$ cat config.mk
export PLATFORM = sky130hd
export DESIGN_NAME = multicycle_ctrl
export DESIGN_NICKNAME = d
export VERILOG_FILES = /design/src/rtl/mc_pkg.sv /design/src/rtl/multicycle_ctrl_imm_alu_dec.sv /design/src/rtl/multicycle_ctrl.sv
export SDC_FILE = /design/constraint.sdc
export NUM_CORES = 1
export LEC_CHECK = 0
export CORE_MARGIN = 2
export CORE_UTILIZATION = 40
export CTS_BUF_LIST = sky130_fd_sc_hd__clkbuf_8
export DETAILED_ROUTE_END_ITERATION = 8
export GPL_TIMING_DRIVEN = 0
export PLACE_DENSITY = 0.71
export SYNTH_ARGS = -nofsm -noshare
export SYNTH_HDL_FRONTEND = slang
export SYNTH_SLANG_ARGS = --single-unit
$ cat constraint.sdc
create_clock -name clk -period 2.4 [get_ports clk]
set_clock_uncertainty 0.05 [all_clocks]
set_input_delay 0.72 -clock clk [delete_from_list [all_inputs] [get_ports clk]]
set_output_delay 0.72 -clock clk [all_outputs]
set_load 0.02 [all_outputs]
$ cat src/rtl/mc_pkg.sv
// Shared types and encodings for the multicycle MIPS main controller.
// States, opcodes, ALUOp codes and mux select encodings live here.
package mc_pkg;

    typedef enum logic [3:0] {
        FETCH  = 4'd0,
        DECODE = 4'd1,
        MEMADR = 4'd2,
        MEMRD  = 4'd3,
        MEMWB  = 4'd4,
        MEMWR  = 4'd5,
        EXEC_R = 4'd6,
        RWB    = 4'd7,
        EXEC_I = 4'd8,
        IWB    = 4'd9,
        BRANCH = 4'd10,
        JUMP   = 4'd11
    } state_t;

    localparam logic [5:0] OP_RTYPE = 6'b000000;
    localparam logic [5:0] OP_LW    = 6'b100011;
    localparam logic [5:0] OP_SW    = 6'b101011;
    localparam logic [5:0] OP_BEQ   = 6'b000100;
    localparam logic [5:0] OP_BNE   = 6'b000101;
    localparam logic [5:0] OP_J     = 6'b000010;
    localparam logic [5:0] OP_ADDI  = 6'b001000;
    localparam logic [5:0] OP_SLTI  = 6'b001010;
    localparam logic [5:0] OP_SLTIU = 6'b001011;
    localparam logic [5:0] OP_ANDI  = 6'b001100;
    localparam logic [5:0] OP_ORI   = 6'b001101;
    localparam logic [5:0] OP_XORI  = 6'b001110;

    localparam logic [2:0] ALU_ADD  = 3'b000;
    localparam logic [2:0] ALU_SUB  = 3'b001;
    localparam logic [2:0] ALU_AND  = 3'b010;
    localparam logic [2:0] ALU_OR   = 3'b011;
    localparam logic [2:0] ALU_XOR  = 3'b100;
    localparam logic [2:0] ALU_SLT  = 3'b101;
    localparam logic [2:0] ALU_SLTU = 3'b110;
    localparam logic [2:0] ALU_FUNC = 3'b111;

    localparam logic [1:0] SRCB_B      = 2'b00;
    localparam logic [1:0] SRCB_FOUR   = 2'b01;
    localparam logic [1:0] SRCB_IMM    = 2'b10;
    localparam logic [1:0] SRCB_IMM_SH = 2'b11;

    localparam logic [1:0] PCSRC_ALU    = 2'b00;
    localparam logic [1:0] PCSRC_ALUOUT = 2'b01;
    localparam logic [1:0] PCSRC_JUMP   = 2'b10;

    typedef struct packed {
        logic       pc_en;
        logic       iord;
        logic       mem_read;
        logic       mem_write;
        logic       ir_write;
        logic       mem_to_reg;
        logic       reg_dst;
        logic       reg_write;
        logic       alu_src_a;
        logic [1:0] alu_src_b;
        logic       ext_zero;
        logic [2:0] alu_op;
        logic [1:0] pc_source;
        logic       illegal;
        logic       bus_err;
    } ctrl_t;

endpackage

$ cat src/rtl/multicycle_ctrl_imm_alu_dec.sv
// I-type opcode to ALUOp / immediate-extension decode.
// Purely combinational; only meaningful while in EXEC_I.
module imm_alu_dec
    import mc_pkg::*;
(
    input  logic [5:0] opcode,
    output logic [2:0] alu_op,
    output logic       ext_zero
);

    always_comb begin
        alu_op   = ALU_ADD;
        ext_zero = 1'b0;
        case (opcode)
            OP_SLTI:  alu_op = ALU_SLT;
            OP_SLTIU: alu_op = ALU_SLTU;
            OP_ANDI: begin
                alu_op   = ALU_AND;
                ext_zero = 1'b1;
            end
            OP_ORI: begin
                alu_op   = ALU_OR;
                ext_zero = 1'b1;
            end
            OP_XORI: begin
                alu_op   = ALU_XOR;
                ext_zero = 1'b1;
            end
            default: alu_op = ALU_ADD;
        endcase
    end

endmodule

$ cat src/rtl/multicycle_ctrl.sv
// Main control FSM of the multicycle MIPS datapath.
// Memory states wait on mem_ready with a bounded timeout.
module multicycle_ctrl
    import mc_pkg::*;
#(
    parameter int MEM_TIMEOUT = 16,
    parameter int TO_W        = 5
) (
    input  logic       clk,
    input  logic       reset,
    input  logic [5:0] opcode,
    input  logic       zero,
    input  logic       mem_ready,
    output logic       pc_en,
    output logic       iord,
    output logic       mem_read,
    output logic       mem_write,
    output logic       ir_write,
    output logic       mem_to_reg,
    output logic       reg_dst,
    output logic       reg_write,
    output logic       alu_src_a,
    output logic [1:0] alu_src_b,
    output logic       ext_zero,
    output logic [2:0] alu_op,
    output logic [1:0] pc_source,
    output logic       illegal,
    output logic       bus_err,
    output logic [3:0] state
);

    state_t          state_q;
    state_t          state_d;
    logic [TO_W-1:0] cnt_q;
    logic [TO_W-1:0] cnt_d;
    ctrl_t           ctrl;
    logic [2:0]      imm_op;
    logic            imm_ext;
    logic            timeout;

    imm_alu_dec u_imm_dec (
        .opcode   (opcode),
        .alu_op   (imm_op),
        .ext_zero (imm_ext)
    );

    assign timeout = !mem_ready && (cnt_q == TO_W'(MEM_TIMEOUT - 1));

    always_ff @(posedge clk) begin
        if (reset) begin
            state_q <= FETCH;
            cnt_q   <= '0;
        end else begin
            state_q <= state_d;
            cnt_q   <= cnt_d;
        end
    end

    // cnt_d stays zero except while a wait state is held, so every
    // entry into FETCH/MEMRD/MEMWR starts from a cleared counter.
    always_comb begin
        ctrl    = '0;
        state_d = state_q;
        cnt_d   = '0;
        case (state_q)
            FETCH: begin
                ctrl.mem_read  = 1'b1;
                ctrl.alu_src_b = SRCB_FOUR;
                ctrl.alu_op    = ALU_ADD;
                ctrl.pc_source = PCSRC_ALU;
                if (mem_ready) begin
                    ctrl.ir_write = 1'b1;
                    ctrl.pc_en    = 1'b1;
                    state_d       = DECODE;
                end else if (timeout) begin
                    ctrl.bus_err = 1'b1;
                    state_d      = FETCH;
                end else begin
                    cnt_d = cnt_q + TO_W'(1);
                end
            end
            DECODE: begin
                ctrl.alu_src_b = SRCB_IMM_SH;
                ctrl.alu_op    = ALU_ADD;
                case (opcode)
                    OP_RTYPE:        state_d = EXEC_R;
                    OP_LW, OP_SW:    state_d = MEMADR;
                    OP_BEQ, OP_BNE:  state_d = BRANCH;
                    OP_J:            state_d = JUMP;
                    OP_ADDI, OP_SLTI, OP_SLTIU,
                    OP_ANDI, OP_ORI, OP_XORI:
                                     state_d = EXEC_I;
                    default: begin
                        ctrl.illegal = 1'b1;
                        state_d      = FETCH;
                    end
                endcase
            end
            MEMADR: begin
                ctrl.alu_src_a = 1'b1;
                ctrl.alu_src_b = SRCB_IMM;
                ctrl.alu_op    = ALU_ADD;
                state_d = (opcode == OP_SW) ? MEMWR : MEMRD;
            end
            MEMRD: begin
                ctrl.mem_read = 1'b1;
                ctrl.iord     = 1'b1;
                if (mem_ready) begin
                    state_d = MEMWB;
                end else if (timeout) begin
                    ctrl.bus_err = 1'b1;
                    state_d      = FETCH;
                end else begin
                    cnt_d = cnt_q + TO_W'(1);
                end
            end
            MEMWB: begin
                ctrl.reg_write  = 1'b1;
                ctrl.mem_to_reg = 1'b1;
                state_d         = FETCH;
            end
            MEMWR: begin
                ctrl.mem_write = 1'b1;
                ctrl.iord      = 1'b1;
                if (mem_ready) begin
                    state_d = FETCH;
                end else if (timeout) begin
                    ctrl.bus_err = 1'b1;
                    state_d      = FETCH;
                end else begin
                    cnt_d = cnt_q + TO_W'(1);
                end
            end
            EXEC_R: begin
                ctrl.alu_src_a = 1'b1;
                ctrl.alu_src_b = SRCB_B;
                ctrl.alu_op    = ALU_FUNC;
                state_d        = RWB;
            end
            RWB: begin
                ctrl.reg_write = 1'b1;
                ctrl.reg_dst   = 1'b1;
                state_d        = FETCH;
            end
            EXEC_I: begin
                ctrl.alu_src_a = 1'b1;
                ctrl.alu_src_b = SRCB_IMM;
                ctrl.alu_op    = imm_op;
                ctrl.ext_zero  = imm_ext;
                state_d        = IWB;
            end
            IWB: begin
                ctrl.reg_write = 1'b1;
                state_d        = FETCH;
            end
            BRANCH: begin
                ctrl.alu_src_a = 1'b1;
                ctrl.alu_src_b = SRCB_B;
                ctrl.alu_op    = ALU_SUB;
                ctrl.pc_source = PCSRC_ALUOUT;
                ctrl.pc_en     = (opcode == OP_BNE) ? !zero : zero;
                state_d        = FETCH;
            end
            JUMP: begin
                ctrl.pc_source = PCSRC_JUMP;
                ctrl.pc_en     = 1'b1;
                state_d        = FETCH;
            end
            default: state_d = FETCH;
        endcase
    end

    // Reset masks every output so no write escapes the reset cycle.
    assign {pc_en, iord, mem_read, mem_write, ir_write, mem_to_reg,
            reg_dst, reg_write, alu_src_a, alu_src_b, ext_zero,
            alu_op, pc_source, illegal, bus_err} = reset ? '0 : ctrl;

    assign state = reset ? 4'(FETCH) : 4'(state_q);

endmodule

# Word level (Yosys, flattened, before mapping)
# Cells that the tools add are included.
[op_classes] eq_ne=23 muxes=31 addsub=1 n_bitwise=1 reduce_logical=17
[op_table] operator="== test 6 x 4 -> 1 bit, second input constant" count=6
[op_table] operator="case mux 4 bit (7 select lines)" count=1
[op_table] operator="2-to-1 mux 4 bit" count=5
[op_table] operator="case mux 4 bit (5 select lines)" count=1
[op_table] operator="2-to-1 mux 19 bit" count=1
[op_table] operator="2-to-1 mux 1 bit" count=17
[op_table] operator="== test 4 x 3 -> 1 bit, second input constant" count=4
[op_table] operator="== test 4 bit, second input constant" count=4
[op_table] operator="case mux 3 bit (5 select lines)" count=1
[op_table] operator="== test 6 x 3 -> 1 bit, second input constant" count=2
[op_table] operator="== test 6 bit, second input constant" count=2
[op_table] operator="OR reduction 12 bit" count=1
[op_table] operator="OR reduction 2 bit" count=5
[op_table] operator="case mux 3 bit (3 select lines)" count=1
[op_table] operator="OR reduction 3 bit" count=3
[op_table] operator="== test 4 x 2 -> 1 bit, second input constant" count=2
[op_table] operator="OR reduction 4 bit" count=2
[op_table] operator="== test 6 x 2 -> 1 bit, second input constant" count=1
[op_table] operator="zero test 6 bit" count=1
[op_table] operator="case mux 2 bit (3 select lines)" count=1
[op_table] operator="OR reduction 6 bit" count=1
[op_table] operator="adder 5 x 1 -> 5 bit, second input constant" count=1
[op_table] operator="== test 5 x 4 -> 1 bit, second input constant" count=1
[op_table] operator="== test 4 x 1 -> 1 bit, second input constant" count=1
[op_table] operator="other kinds (7)" count=8
[totals] wordCells=75 register_bits=9 input_bits=10 out_inout_bits=23

# Logic depth before layout (Yosys ltp)
[depth] depth_word=6 mapped_depth=7

# By module
# A second synthesis with hierarchy kept.
[hier_totals] hier_cells=138 hier_area_um2=992.2
[by_module_without_submodules] module="multicycle_ctrl" n_inst=1 area_each_um2=915.9 seq_area_each_um2=180.2 cells_per_inst=126
[by_module_without_submodules] module="imm_alu_dec" n_inst=1 area_each_um2=76.3 seq_area_each_um2=0.0 cells_per_inst=12

# Worst setup path after synthesis
# OpenSTA, ideal clock, no wires.
[synth_timing] path_kind="input -> output" startpoint="input reset" endpoint="output alu_src_a" path_slack_ns=-0.406 required_time_ns=1.630 n_path_buf=1 stages=2 arrival_time_ns=2.036 path_cell_list="clkbuf_1 -> a2111oi_0"
[synth_between] elab_chain_len=1
[synth_lines] element="from (decl)" line="multicycle_ctrl.sv:10" rtl="input logic reset,"
[synth_lines] element="2-to-1 mux 19 bit" line="multicycle_ctrl.sv:176" rtl="alu_op, pc_source, illegal, bus_err} = reset ? '0 : ctrl;"
[synth_lines] element="to (decl)" line="multicycle_ctrl.sv:22" rtl="output logic alu_src_a,"
# Every way passes these cells.

# Worst setup path after layout
[layout_timing] startpoint="input reset" endpoint="output alu_op[2]"
[layout_between] elab_chain_len=1
[layout_lines] element="2-to-1 mux 19 bit" line="multicycle_ctrl.sv:176"
[layout_lines] element="to (decl)" line="multicycle_ctrl.sv:25" rtl="output logic [2:0] alu_op,"
# Every way passes these cells.

==> qor.yml <==
detailed_routing:
  drt-vias-per-instance: 5.67
  drt_iter0_drc: 44
  wl_mm: 3.06
  wl_per_cell_um: 14.4
  drc_errors: 0
  antenna_left: 0
  vias: 1207
  dr.pass1.iters: 4
placement:
  gp_congestion: 0.818
  portBuffers: 30
  hpwl_mm: 2.19
timing:
  setup_violations: 3
  fin_ws_ps: -53.9
  fin_crit_sh_pct: 102
  rsz0062_at_grt: "yes"
  fmax_mhz: 408
  finalCriticalPeriod_ps: 2450
  slew_violations: 0
  slew_headroom_pct: 75.2
  finalSetupTns_ps: -125
  hold_viol: 0
  worst_pin_slew_ps: 368
worst_setup_path:
  rrSetupSlack_ps: 530
  reg2regPathDepth: 7
  endpoint_kind: "output pin"
  path_cells: "buf_8 -> or3b_4 -> or2_1 -> o21ai_1 -> buf_4"
  arrival_ps: 1680
  critPathMaxFanout: 5
  crit_required_ps: 1630
  critPathSlowestCell: "or3b_4"
  r2r_end: "state_q[2]"
  crit-reg2reg-launch: "cnt_q[0]"
  crit_path_start: "reset"
  critPathKind: "in -> out"
  slowest_delay_ps: 390
  crit_end: "alu_op[2]"
  critPathLaunchType: "input pin"
logic_synthesis:
  synthesis.area_um2: 987
  yosysWarningCount: 0
  ys_seq_area_share_pct: 18.3
  synth_edf_count: 0
  yosysUniqueCellTypes: 45
  synthesis.nets: 156
  syn_inst: 144
  synth.avg_cell_area_um2: 6.86
  synth_top_flop_cell: "dfxtp_1"
  yosys_register_bits: 9
  async_flop_share_pct: 0
clocking:
  cts-hold-fix-buffers: 0
  clk_path_buf_depth: 2
  clk_pin_slew_ps: 40
  cts_buffers: 3
  cts_tree: "built"
  root_buffer: "clkbuf_8"
  cts.sinks: 9
  clk_latency_ps: 230
  htreeDepth: 1
global_routing:
  track_usage_pct: 22.5
  grt-ovfl-total: 0
  grt_max_degree: 11
  antenna_found_initial: 0
  grt_pass1_vias: 1079
  grt_pass1_wl_mm: 4.86
pwr:
  power.switching_mw: 0.145
  powerDensity_nw_per_um2: 314
  power_leakage_nw: 0.659
  p_int_mw: 0.342
  combPwrFrac_pct: 32.5
  pwr-share-seq_pct: 32.3
  power_frac_clock_pct: 35.3
  swShare_pct: 29.9
  vdd_ir_drop_max_mv: 0.424
layout:
  syn2layout_area_growth_pct: 56.9
  drive_above_1_share_pct: 36.6
  antenna_cells: 0
  nFillCells: 226
  layout.nets: 196
  final_core_util_pct: 64.3
floorplan:
  die_w_um: 53.7
  fp.dieH_um: 53.7
  pin_count: 33
  die-area_um2: 2880
  core_area_um2: 2410
  rows: 18
  start_util_pct: 41.0
hold_path:
  hold_class: "reg -> reg"
status:
  violations: "negative setup slack"
  status: "finished, violations left"
run:
  max-cap-violations: 0
metrics by stage:
stage               hold slack [ps]  power [mW]  cells  worst slack [ps]  cell area (um^2)
finish                          400       0.487    213             -53.9              1550
global route                    418       0.511    213             -84.3              1550
CTS                             399       0.476    211              -107              1460
detailed placement              392       0.292    204             -1020              1370
global placement                385       0.289    204             -1030              1370
floorplan                       368       0.242    144             -17.0              1030
worst min path at each step:
stage,start,endpoint,slack (ps),depth (start not counted)
floorplan,cnt_q[0],cnt_q[0],370,1
global route,cnt_q[0],cnt_q[0],420,1
detailed placement,cnt_q[0],cnt_q[0],390,1
finish,cnt_q[0],cnt_q[0],400,1
CTS,cnt_q[0],cnt_q[0],400,1
global placement,cnt_q[0],cnt_q[0],390,1
flip-flops by register name, summed over array words and instances (netlist names):
name     flops
state_q      4
cnt_q        5
power groups by stage:
stage / Sequential, mW / Combinational, mW / Clock [mW]
after CTS: 0.157 / 0.142 / 0.178
after detailed placement: 0.159 / 0.133 / 0
after global routing: 0.157 / 0.171 / 0.182
final: 0.157 / 0.158 / 0.172
after floorplan: 0.159 / 0.0834 / 0
after global placement: 0.159 / 0.130 / 0
what timing repair did:
| item | in CTS | in global routing |
|---|---|---|
| setup buffers | 4 | 2 |
| endpoints found under the setup margin | 23 | 11 |
| gates cloned | 0 | 0 |
| pin swaps | 8 | 8 |
| resized for setup | 129 | 25 |
worst max-delay path, delay by kind of cell:
kind / cells / cell delay [ps]
AOI/OAI and AO/OA: 1 / 80
buffers and inverters: 2 / 250
and+or+nand+nor: 2 / 620
cell usage after synthesis (2+ instances only):
| library cell | instances | area, um^2 |
|---|---|---|
| clkbuf_1 | 2 | 7.51 |
| xor2_1 | 3 | 26.3 |
| nand3_1 | 4 | 20.0 |
| nand2_1 | 8 | 30.0 |
| nand4_1 | 4 | 25.0 |
| nor2b_1 | 6 | 37.5 |
| o21a_1 | 2 | 15.0 |
| o22ai_1 | 3 | 18.8 |
| nor2_1 | 28 | 105 |
| inv_1 | 5 | 18.8 |
| buf_4 | 4 | 30.0 |
| a21oi_1 | 10 | 50.1 |
| dfxtp_1 | 9 | 180 |
| nand3b_1 | 5 | 37.5 |
| nor4_1 | 3 | 18.8 |
| o21ai_0 | 6 | 30.0 |
| o21ai_1 | 3 | 15.0 |
| xnor2_1 | 2 | 17.5 |
| o31ai_1 | 2 | 15.0 |
| ha_1 | 2 | 25.0 |
| buf_2 | 5 | 25.0 |
| nand2b_1 | 5 | 31.3 |
kinds of logic after synthesis:
family | after synthesis | share of synthesized area (%)
buffers and inverters | 17 | 9.38
AOI/OAI and AO/OA | 35 | 22.2
xor gates and xnor gates | 5 | 4.44
adders and majority gates | 2 | 2.53
DFF | 9 | 18.3
and+or+nand+nor | 76 | 43.2
final cells by class:
| cell class | count | area (um^2) | area share (%) |
|---|---|---|---|
| Buffer | 11 | 128 | 8.24 |
| Clock inverter | 1 | 5.00 | 0.323 |
| Tap cell | 30 | 37.5 | 2.42 |
| Inverter | 5 | 18.8 | 1.21 |
| Clock buffer | 3 | 41.3 | 2.67 |
| Sequential cell | 9 | 181 | 11.7 |
| Timing Repair Buffer | 36 | 322 | 20.8 |
| Multi-Input combinational cell | 118 | 816 | 52.7 |
layout by cell type (no fill, tap or decap), types with 2 or more instances in the layout:
cell type and n:
buf_4 14, inv_1 4, nor2_4 2, buf_12 2
nand2_1 5, dlygate4sd2_1 8, xor2_1 3, nor2_1 25
nor2_2 2, buf_2 6, nand2b_1 4, nand3_1 4
o31ai_1 2, clkdlybuf4s15_2 4, clkbuf_8 4, a21oi_1 10
ha_2 2, nor4_1 2, nand2_2 3, nand4_1 4
a2111oi_2 2, nand2b_4 2, o21ai_1 5, buf_6 8
nand3b_1 5, o21a_1 2, or2_1 2, o21ai_0 4
buf_8 3, nor2b_1 4, dfxtp_1 8, nor2b_2 2
o22ai_2 2
per-layer routing:
| layer | wire length, um | global-route usage, % | vias to the layer above |
|---|---|---|---|
| met3 | 212 | 1.39 | 6 |
| met2 | 1530 | 38.8 | 51 |
| li1 | - | - | 591 |
| met5 | 0 | 0 | - |
| met1 | 1270 | 29.2 | 559 |
| met4 | 50 | 8.12 | 0 |
Note: power is estimated with default switching activity, not from simulation.
